<file path="config.mk">
export PLATFORM = sky130hd
export DESIGN_NAME = alu_op_sequencer_flat
export DESIGN_NICKNAME = d
export VERILOG_FILES = /design/src/rtl/alu_op_sequencer_if.sv /design/src/rtl/alu_op_sequencer.sv /design/src/flat_wrapper.sv
export SDC_FILE = /design/constraint.sdc
export NUM_CORES = 1
export LEC_CHECK = 0
export ABC_AREA = 1
export ABC_CLOCK_PERIOD_IN_PS = 1700
export CAP_MARGIN = 20
export CORE_ASPECT_RATIO = 1.25
export CORE_MARGIN = 5
export CORE_UTILIZATION = 46
export DETAILED_ROUTE_END_ITERATION = 6
export HOLD_SLACK_MARGIN = 0.05
export PLACE_DENSITY = 0.81
export SLEW_MARGIN = 40
export SYNTH_ARGS = -nofsm -noshare
export SYNTH_HDL_FRONTEND = slang
export SYNTH_SLANG_ARGS = --single-unit
</file>
<file path="constraint.sdc">
create_clock -name clk -period 1.7 [get_ports clk]
set_input_delay 0.425 -clock clk [delete_from_list [all_inputs] [get_ports clk]]
set_output_delay 0.425 -clock clk [all_outputs]
set_load 0.01 [all_outputs]
</file>
<file path="src/rtl/alu_op_sequencer_if.sv">
// Handshake and bus bundle between ALU client, sequencer and serial core.
// slave is the sequencer's view; master is the client/core side.
interface alu_op_sequencer_if #(
   parameter int DATA_W = 8
);
   logic                  in_valid;
   logic                  in_ready;
   logic [1:0]            in_op;
   logic [DATA_W-1:0]     in_x;
   logic [DATA_W-1:0]     in_y;
   logic                  core_begin;
   logic [1:0]            core_op;
   logic [DATA_W-1:0]     core_inbus;
   logic                  core_end_op;
   logic [2*DATA_W-1:0]   core_result;
   logic                  res_valid;
   logic                  res_ready;
   logic [2*DATA_W-1:0]   res_data;
   logic                  res_err;

   modport slave (
      input  in_valid, in_op, in_x, in_y,
      input  core_end_op, core_result, res_ready,
      output in_ready, core_begin, core_op, core_inbus,
      output res_valid, res_data, res_err
   );

   modport master (
      output in_valid, in_op, in_x, in_y,
      output core_end_op, core_result, res_ready,
      input  in_ready, core_begin, core_op, core_inbus,
      input  res_valid, res_data, res_err
   );
endinterface

</file>
<file path="src/rtl/alu_op_sequencer.sv">
// Issues one operand pair to the serial arithmetic core and returns
// its result (or a timeout error) through a valid/ready handshake.
module alu_op_sequencer #(
   parameter int DATA_W         = 8,
   parameter int TIMEOUT_CYCLES = 64,
   parameter int CNT_W          = 8
) (
   input  logic             clk,
   input  logic             rst_b,
   alu_op_sequencer_if.slave bus,
   output logic             busy,
   output logic [CNT_W-1:0] op_count
);
   localparam int TW = $clog2(TIMEOUT_CYCLES);
   localparam logic [TW-1:0] CNT_MAX = TW'(TIMEOUT_CYCLES - 1);

   typedef enum logic [2:0] {
      S_IDLE,
      S_SEND_X,
      S_SEND_Y,
      S_WAIT,
      S_HOLD
   } state_t;

   state_t              state_q, state_d;
   logic [DATA_W-1:0]   x_q, x_d;
   logic [DATA_W-1:0]   y_q, y_d;
   logic [1:0]          op_q, op_d;
   logic [2*DATA_W-1:0] res_q, res_d;
   logic                err_q, err_d;
   logic [TW-1:0]       cnt_q, cnt_d;
   logic [CNT_W-1:0]    count_q, count_d;

   always_ff @(posedge clk or negedge rst_b) begin
      if (!rst_b) begin
         state_q <= S_IDLE;
         x_q     <= '0;
         y_q     <= '0;
         op_q    <= '0;
         res_q   <= '0;
         err_q   <= 1'b0;
         cnt_q   <= '0;
         count_q <= '0;
      end else begin
         state_q <= state_d;
         x_q     <= x_d;
         y_q     <= y_d;
         op_q    <= op_d;
         res_q   <= res_d;
         err_q   <= err_d;
         cnt_q   <= cnt_d;
         count_q <= count_d;
      end
   end

   always_comb begin
      state_d = state_q;
      x_d     = x_q;
      y_d     = y_q;
      op_d    = op_q;
      res_d   = res_q;
      err_d   = err_q;
      cnt_d   = cnt_q;
      count_d = count_q;
      unique case (state_q)
         S_IDLE: begin
            if (bus.in_valid) begin
               x_d     = bus.in_x;
               y_d     = bus.in_y;
               op_d    = bus.in_op;
               err_d   = 1'b0;
               state_d = S_SEND_X;
            end
         end
         S_SEND_X: state_d = S_SEND_Y;
         S_SEND_Y: begin
            cnt_d   = '0;
            state_d = S_WAIT;
         end
         S_WAIT: begin
            // a completion on the last allowed cycle beats the timeout
            if (bus.core_end_op) begin
               res_d   = bus.core_result;
               err_d   = 1'b0;
               state_d = S_HOLD;
            end else if (cnt_q == CNT_MAX) begin
               res_d   = '0;
               err_d   = 1'b1;
               state_d = S_HOLD;
            end else begin
               cnt_d = cnt_q + 1'b1;
            end
         end
         S_HOLD: begin
            if (bus.res_ready) begin
               count_d = count_q + 1'b1;
               state_d = S_IDLE;
            end
         end
         default: state_d = S_IDLE;
      endcase
   end

   always_comb begin
      bus.core_inbus = '0;
      if (state_q == S_SEND_X) bus.core_inbus = x_q;
      if (state_q == S_SEND_Y) bus.core_inbus = y_q;
   end

   assign bus.in_ready   = (state_q == S_IDLE);
   assign bus.core_begin = (state_q == S_SEND_X);
   assign bus.core_op    = op_q;
   assign bus.res_valid  = (state_q == S_HOLD);
   assign bus.res_data   = res_q;
   assign bus.res_err    = err_q;
   assign busy           = (state_q != S_IDLE);
   assign op_count       = count_q;
endmodule

</file>
<file path="src/flat_wrapper.sv">
// flat-port wrapper written by rule: the top's interface ports become plain ports
module alu_op_sequencer_flat 
#(
   parameter int DATA_W         = 8,
   parameter int TIMEOUT_CYCLES = 64,
   parameter int CNT_W          = 8
)
  (clk, rst_b, busy, op_count, bus_in_valid, bus_in_op, bus_in_x, bus_in_y, bus_core_end_op, bus_core_result, bus_res_ready, bus_in_ready, bus_core_begin, bus_core_op, bus_core_inbus, bus_res_valid, bus_res_data, bus_res_err);
  alu_op_sequencer_if #(.DATA_W(DATA_W)) bus_i ();
  input  logic clk;
  input  logic rst_b;
  output logic busy;
  output logic [CNT_W-1:0] op_count;
  input wire logic [$bits(bus_i.in_valid)-1:0] bus_in_valid;
  input wire logic [$bits(bus_i.in_op)-1:0] bus_in_op;
  input wire logic [$bits(bus_i.in_x)-1:0] bus_in_x;
  input wire logic [$bits(bus_i.in_y)-1:0] bus_in_y;
  input wire logic [$bits(bus_i.core_end_op)-1:0] bus_core_end_op;
  input wire logic [$bits(bus_i.core_result)-1:0] bus_core_result;
  input wire logic [$bits(bus_i.res_ready)-1:0] bus_res_ready;
  output wire logic [$bits(bus_i.in_ready)-1:0] bus_in_ready;
  output wire logic [$bits(bus_i.core_begin)-1:0] bus_core_begin;
  output wire logic [$bits(bus_i.core_op)-1:0] bus_core_op;
  output wire logic [$bits(bus_i.core_inbus)-1:0] bus_core_inbus;
  output wire logic [$bits(bus_i.res_valid)-1:0] bus_res_valid;
  output wire logic [$bits(bus_i.res_data)-1:0] bus_res_data;
  output wire logic [$bits(bus_i.res_err)-1:0] bus_res_err;
  assign bus_i.in_valid = bus_in_valid;
  assign bus_i.in_op = bus_in_op;
  assign bus_i.in_x = bus_in_x;
  assign bus_i.in_y = bus_in_y;
  assign bus_i.core_end_op = bus_core_end_op;
  assign bus_i.core_result = bus_core_result;
  assign bus_i.res_ready = bus_res_ready;
  assign bus_in_ready = bus_i.in_ready;
  assign bus_core_begin = bus_i.core_begin;
  assign bus_core_op = bus_i.core_op;
  assign bus_core_inbus = bus_i.core_inbus;
  assign bus_res_valid = bus_i.res_valid;
  assign bus_res_data = bus_i.res_data;
  assign bus_res_err = bus_i.res_err;
  alu_op_sequencer #(.DATA_W(DATA_W), .TIMEOUT_CYCLES(TIMEOUT_CYCLES), .CNT_W(CNT_W)) u_core (.clk(clk), .rst_b(rst_b), .bus(bus_i), .busy(busy), .op_count(op_count));
endmodule
</file>
# [Word level (Yosys, flattened, before mapping)]
# Cells that the tools add are included.
# Widths: inputs -> output; s select.
[word_totals] regBits=52 input_bits=39 wordCells=47
[classes] addsub=2 eq_ne=10 mux=16 reduce_logical=11
[ops] op="$mux 16" n=2
[ops] op="$mux 8" n=2
[ops] op="$pmux 3 s5" n=1
[ops] op="$mux 3" n=4
[ops] op="$mux 6" n=2
[ops] op="$pmux 6 s2" n=1
[ops] op="$reduce_and 3->1" n=3
[ops] op="$add 8x1->8 const B" n=1
[ops] op="$ne 2x2->1 const B" n=4
[ops] op="$add 6x1->6 const B" n=1
[ops] op="$eq 3x2->1 const B" n=2
[ops] op="$eq 6x6->1 const B" n=1
[ops] op="$reduce_and 2->1" n=3
[ops] op="$reduce_bool 2->1" n=3
[ops] op="$eq 3x1->1 const B" n=1
[ops] op="$eq 3x3->1 const B" n=1
[ops] op="$logic_not 3->1" n=1
[ops] op="$mux 1" n=3
[ops] op="$ne 3x2->1 const B" n=1
[ops] op="$reduce_bool 3->1" n=1
[ops] op="$pmux 1 s2" n=1

# [Logic depth before layout (Yosys ltp)]
# Gate-level depths: netlist of run 1.
[depth] depth_word=4 ltp_mapped=8 ltp_nobuf=7

# [Worst setup path before layout of run 1]
# OpenSTA, ideal clock, no wires.
[synth_path] kind="register to output" from="register u_core.state_q[1]" to="output bus_core_inbus[0]" t_arrival_ns=1.112 required_time_ns=1.275 path_slack_ns=0.163 stages_incl_launch_ff=4 n_path_buf=1 path_cell_list="dfrtp_1 buf_2 nor2_2 a32o_1"
[synth_via] elab_chain_len=3
[synth_rtl] element="from (decl)" line="alu_op_sequencer.sv:25" source="state_t state_q, state_d;"
[synth_rtl] element="from (signal assigned)" line="alu_op_sequencer.sv:45" source="state_q <= state_d;"
[synth_rtl] element="$eq 3x1->1"
[synth_rtl] element="named net bus_core_begin" line="flat_wrapper.sv:22" source="output wire logic [$bits(bus_i.core_begin)-1:0] bus_core_begin;"
[synth_rtl] element="$mux 8" line="alu_op_sequencer.sv:106" source="if (state_q == S_SEND_X) bus.core_inbus = x_q;"
[synth_rtl] element="$mux 8" line="alu_op_sequencer.sv:107" source="if (state_q == S_SEND_Y) bus.core_inbus = y_q;"
[synth_rtl] element="to (decl)" line="flat_wrapper.sv:24" source="output wire logic [$bits(bus_i.core_inbus)-1:0] bus_core_inbus;"
# The timed path passes the listed nets, and every way through them passes these cells.

# [Final worst setup path of run 1]
[layout_path] from="register u_core.state_q[2]" to="output bus_core_inbus[5]"
[layout_via] elab_chain_len=3
[layout_rtl] element="$eq 3x1->1" line="alu_op_sequencer.sv:106"
[layout_rtl] element="$mux 8" line="alu_op_sequencer.sv:106"
[layout_rtl] element="$mux 8 (*)" line="alu_op_sequencer.sv:107"
# Every way passes the cells marked *; elsewhere a longest branch is shown, timed or not.

==> results of run 1 <==
kinds of logic after synthesis:
family / count (synthesis)
AO/OA/AOI/OAI: 15
buffers and inverters: 28
adder cells (fa/ha/maj): 2
AND/OR/NAND/NOR: 188
flip-flops: 52
XOR/XNOR: 4
power by group:
part | switching (mW) | total (mW) | internal [mW]
clock network | 0.409 | 0.696 | 0.288
registers | 0.331 | 2.04 | 1.71
logic | 1.31 | 2.62 | 1.31
sequential cells by signal (all words and copies together), names as in the netlist:
register,cells
u_core.bus.core_op,2
u_core.bus.res_data,16
u_core.bus.res_err,1
u_core.cnt_q,6
u_core.op_count,8
u_core.state_q,3
u_core.x_q,8
u_core.y_q,8
worst min path at each step:
stage / to / start / slack [ns] / cells after the start
after floorplan: u_core.bus.core_op[0] / rst_b / 0.13 / 0
after global placement: u_core.op_count[3] / rst_b / 0.37 / 1
after detailed placement: u_core.op_count[4] / rst_b / 0.37 / 1
after CTS: u_core.bus.res_data[10] / u_core.bus.res_data[10] / 0.48 / 2
after global routing: u_core.bus.res_data[10] / u_core.bus.res_data[10] / 0.50 / 2
final: u_core.bus.res_data[1] / u_core.bus.res_data[1] / 0.48 / 2
critical path: stages (launching register included):
cell	delay, ns
sky130_fd_sc_hd__dfrtp_2	0.46
sky130_fd_sc_hd__inv_2	0.08
sky130_fd_sc_hd__nand2_2	0.06
sky130_fd_sc_hd__nor2_4	0.12
sky130_fd_sc_hd__buf_6	0.13
sky130_fd_sc_hd__a32o_1	0.13
sky130_fd_sc_hd__buf_2	0.13
metal layers:
| metal | routed length, um | share of wire (%) | vias to the layer above |
|---|---|---|---|
| li1 | - | - | 1112 |
| met1 | 2330 | 39 | 1033 |
| met2 | 3130 | 52 | 73 |
| met3 | 463 | 7.7 | 9 |
| met4 | 93 | 1.5 | 0 |
| met5 | 0 | 0 | - |
repair_timing:
item / CTS / global route
hold buffers: 1 / 0
gates resized for setup: 54 / 16
endpoints found under the setup margin: 17 / 52
buffers inserted: 6 / 3
pin swaps: 1 / 6
endpoints found under the hold margin: 15 / 0
placed cells by master, fill, tap and decap left out, drive strengths merged, types with 4 or more instances in the layout:
| cell | count |
|---|---|
| a32o | 8 |
| nand3 | 24 |
| buf | 34 |
| nand3b | 4 |
| dfrtp | 52 |
| clkdlybuf4s50 | 58 |
| inv | 18 |
| nor2 | 14 |
| nand2 | 141 |
| clkinv | 4 |
| clkbuf | 5 |
| dlymetal6s2s | 4 |
final cells by class:
type	count	area (um2)	share of cell area, %
clock inverters	3	18.8	0.540
multi-input cells	209	1000	28.8
clock buffers	5	68.8	1.98
flip-flops and latches	52	1300	37.5
inverters	19	72.6	2.09
repair buffers	99	933	26.9
well taps	62	77.6	2.23
per-stage QoR:
step	hold slack, ns	area (um2)	TNS (ns)	total power [mW]	std cells
after floorplan	0.129	2400	0	3.25	289
after global placement	0.367	3290	-1.15	4.43	432
after detailed placement	0.369	3290	-1.57	4.53	432
after CTS	0.481	3420	-1.10	5.28	447
after global routing	0.504	3470	-1.65	5.77	449
final	0.476	3470	-1.04	5.35	449
==> reports/summary.txt, run 1 <==
Status -> complete, but fails checks
Violations in the final reports -> setup timing
Number of global-route vias before repair -> 2,210
Share of the synthesized area in the top cell type -> 54.2%
Syn. warnings -> 0
RR Endpoint -> u_core.bus.res_err
Via Count -> 2,227
Post-layout util -> 68.4%
Startpoint-to-endpoint class of the critical path -> flop to output pin
Power per Cell Area -> 1540 nW/um2
HPWL after detailed placement -> 4440 um
Critical path peak fanout -> 5
IR drop worst, VDD -> 0.00107 V
Global-route wire length before repair -> 10,100 um
Floorplan die area -> 6780 um2
Critical path capture point -> bus_core_inbus[5]
Largest area contributor in the synthesized netlist -> sky130_fd_sc_hd__dfrtp_1
R2r worst-path depth -> 7
Setup skew after layout -> 0.0124 ns
Final setup vio count -> 9
Largest buffer count on any clock path -> 2
Final hold viol count -> 0
Crit Reg-Reg Startpoint -> u_core.state_q[2]
Adder and majority gate portion of the synthesized area -> 1.04%
Number of nets in the final layout -> 427
Sequential-to-total area share from yosys stat -> 54.2%
Post-Synthesis Net Count -> 330
Relative slew slack -> 73.8%
Port Buffer Count -> 77
Number of enable-type register cells in the synthesized netlist -> 0
Count of TritonRoute iterations in the first routing pass -> 4
Via-to-Cell Ratio -> 4.96
Post-synthesis simple-gate area fraction -> 32.7%
Reg-to-reg setup timing slack -> 0.15 ns
Final Wtd Congestion -> 0.817
Worst setup path startpoint -> u_core.state_q[2]
Most crowded layer after global routing -> met2
Final worst-path cycle share -> 108%
Post-detailed-routing wire length -> 6010 um
TritonCTS sink count -> 52
Most common library cells after synthesis -> 137 x sky130_fd_sc_hd__nand2_1, 52 x sky130_fd_sc_hd__dfrtp_1, 24 x sky130_fd_sc_hd__nand3_1, 15 x sky130_fd_sc_hd__inv_1, 11 x sky130_fd_sc_hd__nor2_1
Type of the tightest min-delay check -> flop to flop
Main combinational cell family by area after synthesis -> simple AND/OR/NAND/NOR gates
Clock Pin Slew Worst Setup and Hold Paths -> 0.10 ns
Antenna cells -> 0
Grt met3 use -> 5.46%
Synth-to-layout area growth -> 44.6%
Global route total overflow -> 0
Post-synthesis register bit count -> 52
# Max-Cap Violations -> 0
Detailed Route Iter0 Violations -> 59
Maximum number of pins on one net before global-route repair -> 38
# IOs -> 78
Async set or reset register ratio after synthesis -> 100%
Global Route Usage Sum -> 18.9%
Total number of H-tree levels -> 2
Remaining DRCs -> 0
Least setup slack across all paths after layout -> -0.140 ns
Count of distinct cell types in the synthesized netlist -> 24
Setup crit end kind -> output pin
Fillers -> 427
Setup repair after global routing missed its margin -> yes
Data required time of the critical path -> 1.27 ns
Horizontal die dimension -> 74.6 um
Final slew viol count -> 0
Element type at the critical path start -> flop
Most frequently used cell type in the post-synthesis netlist -> sky130_fd_sc_hd__nand2_1
Crit path arrival time -> 1.41 ns
Post-synthesis mux area share -> 0%
Highest achievable clock rate -> 0.544 GHz
Post-synthesis xor/xnor area fraction -> 1.46%
Leading register cell type out of synthesis -> sky130_fd_sc_hd__dfrtp_1
Minimum clock period -> 1.84 ns
Die Y -> 90.8 um
Insertion delay of the later-clocked pin in the worst-skew pair -> 0.31 ns
Share of post-route cells with drive strength above 1 -> 15.5%
Count of nets left with antenna violations after detail routing -> 0
Met1 Usage GRT -> 22.8%
Cells taking the most area after synthesis -> sky130_fd_sc_hd__dfrtp_1 54%, sky130_fd_sc_hd__nand2_1 21%, sky130_fd_sc_hd__nand3_1 5.0%
Number of antenna violations at the first check in global routing -> 0
Number of buffers created by CTS -> 5
Core footprint -> 5080 um2
CTS tree -> built
Num rows -> 29
Gate count of the mapped netlist -> 289
Worst slew pin tran -> 0.393 ns
Worst setup slack before clock tree synthesis -> -0.188 ns
Area of the mapped netlist -> 2400 um2
Fraction of met2 tracks used by global routing -> 31.7%
Avg WL per Cell -> 13.4 um
Starting density of the core -> 47.3%
Root buffer cell -> sky130_fd_sc_hd__clkbuf_8
Leakage power figure -> 1.85 nW
Mean cell area of the mapped netlist -> 8.31 um2
Compound-cell area share of the yosys netlist -> 5.05%
Power figures use the tool's default switching activity.
==> inputs of run 2 (changes only) <==
CTS_CLUSTER_DIAMETER = 80   (was unset)
==> results of run 2 <==
The final DEF is identical to that of run 1; final timing and power are the same.
==> inputs of run 3 (changes only) <==
MAX_ROUTING_LAYER = met4   (was unset)
==> run 3 against run 2 <==
- the run still ends with setup timing left
- clock power is essentially flat
- sequential power is essentially flat
- critical path depth is the same
- setup slack gained 0.0047 ns
- flip-flop and latch count is the same
- design area is the same
- combinational power is essentially flat
- register-to-register slack is essentially flat
- power is essentially flat
- sequential share of layout area is the same
- final cell count is the same
- largest cell class unchanged
- largest power group unchanged
- highest routed layer unchanged
==> reports/summary.txt, run 3 (synthesis gave the netlist of run 1 again) <==
Count of nets left with antenna violations after detail routing -> 0 (unchanged)
Final hold viol count -> 0 (unchanged)
Share of post-route cells with drive strength above 1 -> 15.5% (unchanged)
Worst slew pin tran -> 0.393 ns (about the same)
Post-detailed-routing wire length -> 6000 um (was 6010 um)
Starting density of the core -> 47.3% (unchanged)
Synth-to-layout area growth -> 44.6% (unchanged)
Number of nets in the final layout -> 427 (unchanged)
Power per Cell Area -> 1540 nW/um2 (about the same)
Final Wtd Congestion -> 0.830 (was 0.817)
TritonCTS sink count -> 52 (unchanged)
Data required time of the critical path -> 1.27 ns (about the same)
IR drop worst, VDD -> 0.00108 V (was 0.00107 V)
# IOs -> 78 (unchanged)
Detailed Route Iter0 Violations -> 60 (was 59)
Number of antenna violations at the first check in global routing -> 0 (unchanged)
Status -> complete, but fails checks (unchanged)
Commonest non-fill, non-tap cell in the layout -> sky130_fd_sc_hd__nand2_1 (unchanged)
Total number of H-tree levels -> 2 (unchanged)
Setup crit end kind -> output pin (unchanged)
Least setup slack across all paths after layout -> -0.135 ns (was -0.140 ns)
RR Endpoint -> u_core.bus.res_err (unchanged)
Highest achievable clock rate -> 0.545 GHz (was 0.544 GHz)
Post-layout util -> 68.4% (unchanged)
Minimum clock period -> 1.83 ns (was 1.84 ns)
Insertion delay of the later-clocked pin in the worst-skew pair -> 0.31 ns (about the same)
Highest-count cells in the layout ignoring fill and taps -> 135 x sky130_fd_sc_hd__nand2_1, 58 x sky130_fd_sc_hd__clkdlybuf4s50_1, 51 x sky130_fd_sc_hd__dfrtp_1 (unchanged)
Startpoint-to-endpoint class of the critical path -> flop to output pin (unchanged)
Number of global-route vias before repair -> 2,211 (was 2,210)
Final worst-path cycle share -> 108% (about the same)
Crit path arrival time -> 1.41 ns (about the same)
Number of cells traversed by the worst hold path -> 2 (unchanged)
Avg WL per Cell -> 13.4 um (about the same)
Final setup vio count -> 9 (unchanged)
Antenna cells -> 0 (unchanged)
Clock Pin Slew Worst Setup and Hold Paths -> 0.10 ns (about the same)
Core footprint -> 5080 um2 (unchanged)
Die Y -> 90.8 um (unchanged)
Crit Reg-Reg Startpoint -> u_core.state_q[2] (unchanged)
Maximum number of pins on one net before global-route repair -> 38 (unchanged)
Leakage power figure -> 1.85 nW (unchanged)
R2r worst-path depth -> 7 (unchanged)
Horizontal die dimension -> 74.6 um (unchanged)
Global route total overflow -> 0 (unchanged)
Number of buffers created by CTS -> 5 (unchanged)
Remaining DRCs -> 0 (unchanged)
Count of TritonRoute iterations in the first routing pass -> 4 (unchanged)
Final slew viol count -> 0 (unchanged)
Setup repair after global routing missed its margin -> yes (unchanged)
Port Buffer Count -> 77 (unchanged)
Violations in the final reports -> setup timing (unchanged)
Number of standard cells in the final layout excluding fillers -> 449 (unchanged)
HPWL after detailed placement -> 4440 um (unchanged)
# Max-Cap Violations -> 0 (unchanged)
Reg-to-reg setup timing slack -> 0.15 ns (about the same)
Worst setup slack before clock tree synthesis -> -0.188 ns (unchanged)
Relative slew slack -> 73.8% (about the same)
Root buffer cell -> sky130_fd_sc_hd__clkbuf_8 (unchanged)
Hold EP -> u_core.bus.res_data[1] (unchanged)
Number of placed instances, taps included -> 432 (unchanged)
Global-route wire length before repair -> 10,100 um (unchanged)
Critical path peak fanout -> 5 (unchanged)
Setup skew after layout -> 0.0112 ns (was 0.0124 ns)
Floorplan die area -> 6780 um2 (unchanged)
Global Route Usage Sum -> 19.4% (was 18.9%)
Num rows -> 29 (unchanged)
Type of the tightest min-delay check -> flop to flop (unchanged)
Via-to-Cell Ratio -> 4.93 (was 4.96)
Element type at the critical path start -> flop (unchanged)
Max FFs per register -> 16 (unchanged)
Via Count -> 2,212 (was 2,227)
Largest buffer count on any clock path -> 2 (unchanged)
Hold wc startpoint -> u_core.bus.res_data[1] (unchanged)
CTS tree -> built (unchanged)
## run 3: cell counts in the layout (fill, tap and decap cells not counted)
No cell type changed its count.
## run 3: critical path, cell delays in order (launching register included)
cell and delay [ns]:
sky130_fd_sc_hd__dfrtp_2 0.46, sky130_fd_sc_hd__inv_2 0.08, sky130_fd_sc_hd__nand2_2 0.06, sky130_fd_sc_hd__nor2_4 0.12, sky130_fd_sc_hd__buf_6 0.13, sky130_fd_sc_hd__a32o_1 0.13, sky130_fd_sc_hd__buf_2 0.13
## run 3: per-layer routing
metal	vias up	part of all wire, %	global-route usage (%)
li1	1111	-	-
met1	1016	39	23.0
met2	76	52	31.7
met3	9	7.4	5.12
met4	0	1.6	5.79
met5	-	0	-
## run 3: cell type report
cell class                      count  area (um2)
Clock inverter                      3        18.8
Sequential cell                    52        1300
Tap cell                           62        77.6
Fill cell                         427        1610
Clock buffer                        5        68.8
Timing Repair Buffer               99         933
Inverter                           19        72.6
Multi-Input combinational cell    209        1000
## run 3: how the worst max path moves through the flow
stage | from | to | depth (start not counted)
floorplan | u_core.state_q[1] | bus_core_inbus[0] | 3
global placement | u_core.state_q[2] | bus_core_inbus[0] | 6
detailed placement | u_core.state_q[2] | bus_core_inbus[5] | 6
CTS | u_core.state_q[2] | bus_core_inbus[1] | 5
global route | u_core.state_q[2] | bus_core_inbus[5] | 6
finish | u_core.state_q[2] | bus_core_inbus[5] | 6
## run 3: power by group
| group | leakage [nW] | internal, mW | switching (mW) | total [mW] |
|---|---|---|---|---|
| combinational | 1.14 | 1.31 | 1.31 | 2.62 |
| sequential | 0.663 | 1.71 | 0.328 | 2.04 |
| clock | 0.0479 | 0.288 | 0.407 | 0.695 |
## run 3: timing repair
action,CTS,global route
pin swaps,1,6
endpoints found under the hold margin,15,0
hold buffers,1,0
setup endpoints to repair,17,52
gates cloned,0,0
setup buffers,6,3
gates resized for setup,54,16
## run 3: stage by stage
stage | power, mW | hold slack (ns) | area (um2) | TNS [ns]
after global placement | 4.43 | 0.367 | 3290 | -1.15
final | 5.35 | 0.476 | 3470 | -1.02
after detailed placement | 4.53 | 0.369 | 3290 | -1.57
after global routing | 5.77 | 0.504 | 3470 | -1.65
after floorplan | 3.25 | 0.129 | 2400 | 0
after CTS | 5.28 | 0.481 | 3420 | -1.10
